**src/rtl/freq_div_ctrl.sv**
```systemverilog
// freq_div_ctrl: run-time reconfigurable clock-enable generator / divider.
// Produces a one-cycle tick per period and a near-50% duty clk_out. New
// divisors loaded while running are held in a shadow register and applied
// only at a period boundary so the output never produces a runt pulse.
module freq_div_ctrl #(
    parameter int unsigned WIDTH       = 32,
    parameter int unsigned DEFAULT_DIV = 195312
) (
    input  logic             clk,
    input  logic             reset,
    input  logic             enable,
    input  logic             cfg_valid,
    input  logic [WIDTH-1:0] cfg_divisor,
    output logic             cfg_ready,
    output logic             cfg_err,
    output logic [WIDTH-1:0] div_active,
    output logic             pending,
    output logic             tick,
    output logic             clk_out
);

    localparam logic [WIDTH-1:0] ONE     = {{(WIDTH-1){1'b0}}, 1'b1};
    localparam logic [WIDTH-1:0] TWO     = ONE << 1;
    localparam logic [WIDTH-1:0] DEF_DIV = WIDTH'(DEFAULT_DIV);

    typedef enum logic {
        ST_IDLE = 1'b0,
        ST_RUN  = 1'b1
    } state_t;

    state_t           state_q,      state_d;
    logic [WIDTH-1:0] cnt_q,        cnt_d;
    logic [WIDTH-1:0] div_active_q, div_active_d;
    logic [WIDTH-1:0] shadow_q,     shadow_d;
    logic             pending_q,    pending_d;
    logic             tick_q,       tick_d;
    logic             clk_out_q,    clk_out_d;
    logic             cfg_err_q,    cfg_err_d;

    logic             xfer;
    logic             div_bad;
    logic             wrap;
    logic [WIDTH-1:0] high_len;

    assign xfer    = cfg_valid && !pending_q;
    assign div_bad = (cfg_divisor < TWO);
    assign wrap    = (cnt_q == (div_active_q - ONE));

    // Next-state computation for the run/idle FSM, counter, config path and outputs.
    always_comb begin
        state_d      = state_q;
        cnt_d        = cnt_q;
        div_active_d = div_active_q;
        shadow_d     = shadow_q;
        pending_d    = pending_q;
        cfg_err_d    = xfer && div_bad;
        tick_d       = 1'b0;
        clk_out_d    = 1'b0;
        high_len     = '0;

        unique case (state_q)
            ST_IDLE: begin
                cnt_d = '0;
                if (xfer && !div_bad) begin
                    div_active_d = cfg_divisor;
                end
                if (enable) begin
                    state_d = ST_RUN;
                end
            end
            ST_RUN: begin
                if (!enable) begin
                    // Stop edge: any pending divisor (or one transferred on this
                    // very edge) takes effect directly since no period follows.
                    state_d = ST_IDLE;
                    cnt_d   = '0;
                    if (pending_q) begin
                        div_active_d = shadow_q;
                        pending_d    = 1'b0;
                    end else if (xfer && !div_bad) begin
                        div_active_d = cfg_divisor;
                    end
                end else begin
                    if (wrap) begin
                        cnt_d = '0;
                        if (pending_q) begin
                            div_active_d = shadow_q;
                            pending_d    = 1'b0;
                        end
                    end else begin
                        cnt_d = cnt_q + ONE;
                    end
                    // pending_q is 0 whenever xfer is set, so a divisor taken on a
                    // wrap edge waits for the following wrap.
                    if (xfer && !div_bad) begin
                        shadow_d  = cfg_divisor;
                        pending_d = 1'b1;
                    end
                end
            end
            default: begin
                state_d = ST_IDLE;
                cnt_d   = '0;
            end
        endcase

        if (state_d == ST_RUN) begin
            high_len  = div_active_d - (div_active_d >> 1);
            tick_d    = (cnt_d == (div_active_d - ONE));
            clk_out_d = (cnt_d < high_len);
        end
    end

    // State and registered-output update with asynchronous reset.
    always_ff @(posedge clk or posedge reset) begin
        if (reset) begin
            state_q      <= ST_IDLE;
            cnt_q        <= '0;
            div_active_q <= DEF_DIV;
            shadow_q     <= '0;
            pending_q    <= 1'b0;
            tick_q       <= 1'b0;
            clk_out_q    <= 1'b0;
            cfg_err_q    <= 1'b0;
        end else begin
            state_q      <= state_d;
            cnt_q        <= cnt_d;
            div_active_q <= div_active_d;
            shadow_q     <= shadow_d;
            pending_q    <= pending_d;
            tick_q       <= tick_d;
            clk_out_q    <= clk_out_d;
            cfg_err_q    <= cfg_err_d;
        end
    end

    assign cfg_ready  = !pending_q;
    assign cfg_err    = cfg_err_q;
    assign div_active = div_active_q;
    assign pending    = pending_q;
    assign tick       = tick_q;
    assign clk_out    = clk_out_q;

endmodule

```
**config.mk**
```make
export PLATFORM = sky130hd
export DESIGN_NAME = freq_div_ctrl
export DESIGN_NICKNAME = d
export VERILOG_FILES = /design/src/rtl/freq_div_ctrl.sv
export SDC_FILE = /design/constraint.sdc
export NUM_CORES = 1
export LEC_CHECK = 0
export ABC_AREA = 0
export CORE_ASPECT_RATIO = 1.75
export CORE_UTILIZATION = 61
export CTS_CLUSTER_SIZE = 12
export DETAILED_ROUTE_END_ITERATION = 6
export HOLD_SLACK_MARGIN = 0.12
export PLACE_DENSITY = 0.83
export SYNTH_ARGS = -nofsm -noshare
export SYNTH_HDL_FRONTEND = slang
export SYNTH_SLANG_ARGS = --single-unit
```
**constraint.sdc**
```tcl
create_clock -name clk -period 9.3 [get_ports clk]
set_input_delay 2.79 -clock clk [delete_from_list [all_inputs] [get_ports clk]]
set_output_delay 2.79 -clock clk [all_outputs]
set_load 0.01 [all_outputs]
```
==> results.sh <==
export IMPL_status="complete, no violations"
export IMPL_p_total_mw=3.24
export IMPL_vdd_ir_drop_max_mv=0.184
export IMPL_finClkSkew_ns=0.0137
export IMPL_final_cell_area_um2=13000
export IMPL_cp_slowest_cell="a31oi_1"
export IMPL_rr_endpoint="clk_out$_DFF_PP0_"
export IMPL_clkSinkCount=101
export IMPL_worstMarginPinSlew_ns=1.19
export IMPL_crit_fanout=7
export IMPL_design_portCount=73
export IMPL_wl_mm=40.8
export IMPL_leakage_nw=5.69
export IMPL_overflow=0
export IMPL_end_kind="flip-flop"
export IMPL_min_period_ns=9.27
export IMPL_reg2regPathDepth=30
export IMPL_die_height_um=175
export IMPL_wl_met1_mm=13.1
export IMPL_drt_iter0_markers=1188
export IMPL_worstReg2RegStart="div_active[1]$_DFF_PP0_"
export IMPL_p_per_area_nw_per_um2=249
export IMPL_synth_ff_type="dfrtp_1"
export IMPL_portBuffers=72
export IMPL_critPathRequiredTime_ns=9.60
export IMPL_core_um2=16500
export IMPL_cts_tree="yes"
export IMPL_max_freq_mhz=108
export IMPL_yosysSeqAreaShare_pct=24.5
export IMPL_routed_via_density=6.79
export IMPL_ant_nets=0
export IMPL_cap_violations=0
export IMPL_hold_buffers=0
export IMPL_hold_viol_final=0
export IMPL_crit_type="primary input to flip-flop"
export IMPL_clk_path_buf_depth=2
export IMPL_grt_pass1_wl_mm=60.7
export IMPL_insertion_delay_ns=0.38
export IMPL_yosysUniqueCellTypes=87
export IMPL_place_area_um2=12400
export IMPL_cts_made_buffers=9
export IMPL_worstSetupStartpointType="primary input"
export IMPL_hpwl_mm=30.0
export IMPL_cts_root_buf="clkbuf_16"
export IMPL_synthesis_area_um2=10400
export IMPL_slew_headroom_pct=20.6
export IMPL_path_clk_slew_ns=0.08
export IMPL_timing_critical_path_from="cfg_divisor[31]"
export IMPL_syn_area_per_cell_um2=8.44
export IMPL_cp_endpoint="clk_out$_DFF_PP0_"
export IMPL_finalSetupTns_ns=0
export IMPL_hp_class="flip-flop to flip-flop"
export IMPL_slew_viol_final=0
export IMPL_r2r_setup_slack_ns=0.88
export IMPL_finalCritPeriodShare_pct=99.7
export IMPL_synthesis_nets=1362
export IMPL_chipWidth_um=101
export IMPL_area_delta_synth_final_pct=25.0
export IMPL_syn_inst=1230
export IMPL_antenna_found_initial=1
export IMPL_dieArea_um2=17600
export IMPL_firstDrtPassIters=5
export IMPL_cpMostUsedCell="buf_4"
export IMPL_post_drt_wl_per_cell_um=24.6
export IMPL_route_top_layer_used="met4"
export IMPL_cp_arrival_ns=9.57
export IMPL_first_global_vias=11000
export IMPL_drc_errors=0
export IMPL_gr_usage_all_layers_pct=46.4
export IMPL_ys_warn_count=0
export IMPL_synth_edf_count=0
export IMPL_layout_nets=1562
export IMPL_ys_async_sr_fraction_pct=100
export IMPL_via_count=11300
export IMPL_drive_above_1_share_pct=20.4
export IMPL_start_util_pct=62.8
export IMPL_num_rows=62
export IMPL_nFillCells=1147
export IMPL_max_stage_delay_ns=0.90
export IMPL_wl_met3_mm=3.56
export IMPL_grt_start_max_net_pins=79
export IMPL_final_setup_viol_count=0
export IMPL_wl_met2_mm=19.0
export IMPL_ys_seq_elements=101
export IMPL_htreeDepth=3
export IMPL_gp_congestion=0.989
[registers in the layout, summed over array words and instances (netlist names)]
| signal | flops |
|---|---|
| shadow_q | 32 |
| state_q | 1 |
| pending | 1 |
| cfg_err | 1 |
| div_active | 32 |
| tick | 1 |
| cnt_q | 32 |
| clk_out | 1 |
[synthesized netlist by cell type, drive strengths merged (12+ instances only)]
library cell  number  area share (%)
o22ai             15            0.90
a31oi             16             1.1
mux2              43             4.7
mux2i             30             2.9
or3               14            0.94
clkbuf            38             1.4
a21oi             68             3.3
inv               69             2.5
and3              17             1.0
xor2              48             4.0
nand3             35             1.7
o311ai            14             1.3
nor2b             19             1.1
nand2b            12            0.72
nand4             26             1.6
a211oi            14             1.1
buf               14            0.74
o21ai             58             2.8
ha                95              11
nand2             75             2.7
nor4              26             1.6
nor3              29             1.4
xnor2             79             6.7
nor2             119             4.3
dfrtp             90              22
[stage by stage]
stage	setup slack [ns]	hold slack (ns)	cells	utilization, %
finish	0.0298	0.546	1660	78.5
CTS	0.00775	0.546	1645	76.8
global placement	-0.316	0.516	1629	74.9
floorplan	0.172	0.494	1230	-
global route	-0.251	0.558	1660	78.5
detailed placement	-0.549	0.521	1629	74.9
[power breakdown]
group | leakage [nW] | switching (mW) | total [mW] | internal [mW]
Clock | 0.141 | 0.194 | 0.404 | 0.211
Combinational | 4.31 | 1.12 | 2.11 | 0.989
Sequential | 1.25 | 0.181 | 0.720 | 0.539
[worst min-delay path by stage]
stage | slack (ns) | startpoint | end | depth (start not counted)
after global routing | 0.56 | shadow_q[20]$_DFFE_PP0P_ | shadow_q[20]$_DFFE_PP0P_ | 1
after floorplan | 0.49 | shadow_q[10]$_DFFE_PP0P_ | shadow_q[10]$_DFFE_PP0P_ | 1
after global placement | 0.52 | shadow_q[23]$_DFFE_PP0P_ | shadow_q[23]$_DFFE_PP0P_ | 1
final | 0.55 | shadow_q[10]$_DFFE_PP0P_ | shadow_q[10]$_DFFE_PP0P_ | 1
after CTS | 0.55 | shadow_q[20]$_DFFE_PP0P_ | shadow_q[20]$_DFFE_PP0P_ | 1
after detailed placement | 0.52 | shadow_q[18]$_DFFE_PP0P_ | shadow_q[18]$_DFFE_PP0P_ | 1
[cells in the final DEF (no fill, tap or decap), types with 9 or more instances in the layout]
| cell | count |
|---|---|
| xor2_1 | 48 |
| dfrtp_1 | 90 |
| o21ai_0 | 50 |
| and2_1 | 9 |
| inv_1 | 66 |
| buf_4 | 165 |
| clkdlybuf4s50_1 | 69 |
| or3_1 | 12 |
| a211oi_1 | 12 |
| a21oi_1 | 64 |
| a31oi_1 | 12 |
| nand4_1 | 26 |
| mux2i_1 | 28 |
| ha_1 | 95 |
| nand3_1 | 35 |
| o22ai_1 | 15 |
| nand2_1 | 75 |
| nand2b_1 | 12 |
| a22oi_1 | 9 |
| nor3_1 | 27 |
| dfstp_2 | 11 |
| nor2b_1 | 19 |
| nor2_1 | 117 |
| and3_1 | 17 |
| xnor2_1 | 79 |
| mux2_2 | 43 |
| nor4_1 | 24 |
| clkbuf_16 | 10 |
[cells by family (layout without fill, tap and decap cells)]
logic type,count (synthesis),count (layout),synth area share (%)
AND/OR/NAND/NOR,429,429,21.5
AO/OA/AOI/OAI,279,279,18.8
XOR/XNOR,130,130,11.4
buffers and inverters,122,327,4.65
flip-flops,101,101,24.5
adder cells (fa/ha/maj),96,96,11.6
multiplexers,73,73,7.56
other,0,1,0
[repair_timing]
action / 4_1_cts / 5_1_grt
gates resized for setup: 6 / 39
gates cloned: 0 / 1
setup buffers: 0 / 13
endpoints found under the setup margin: 1 / 1
pin swaps: 0 / 15
[area by class of cell]
class                           instances  area [µm²]  share of cell area (%)
Antenna cell                            1        2.50                  0.0193
Clock buffer                           11         233                    1.79
Clock inverter                          5        60.1                   0.463
Inverter                               70         265                    2.04
Multi-Input combinational cell       1007        7540                    58.1
Sequential cell                       101        2540                    19.6
Tap cell                              224         280                    2.16
Timing Repair Buffer                  241        2050                    15.8
[routing by layer]
metal | global-route usage (%) | up-vias
li1 | - | 4906
met1 | 45.3 | 5239
met2 | 75.9 | 794
met3 | 13.9 | 333
met4 | 44.9 | 0
met5 | 1.18 | -
[worst max-delay path, delay by kind of cell]
kind | cells | cell delay, ns
compound gates | 12 | 2.72
simple gates | 4 | 1.55
mux | 1 | 0.18
buf+inv | 6 | 1.45
xor+xnor | 1 | 0.16
fa+ha+maj | 2 | 0.70
(Power assumes the default switching activity.)
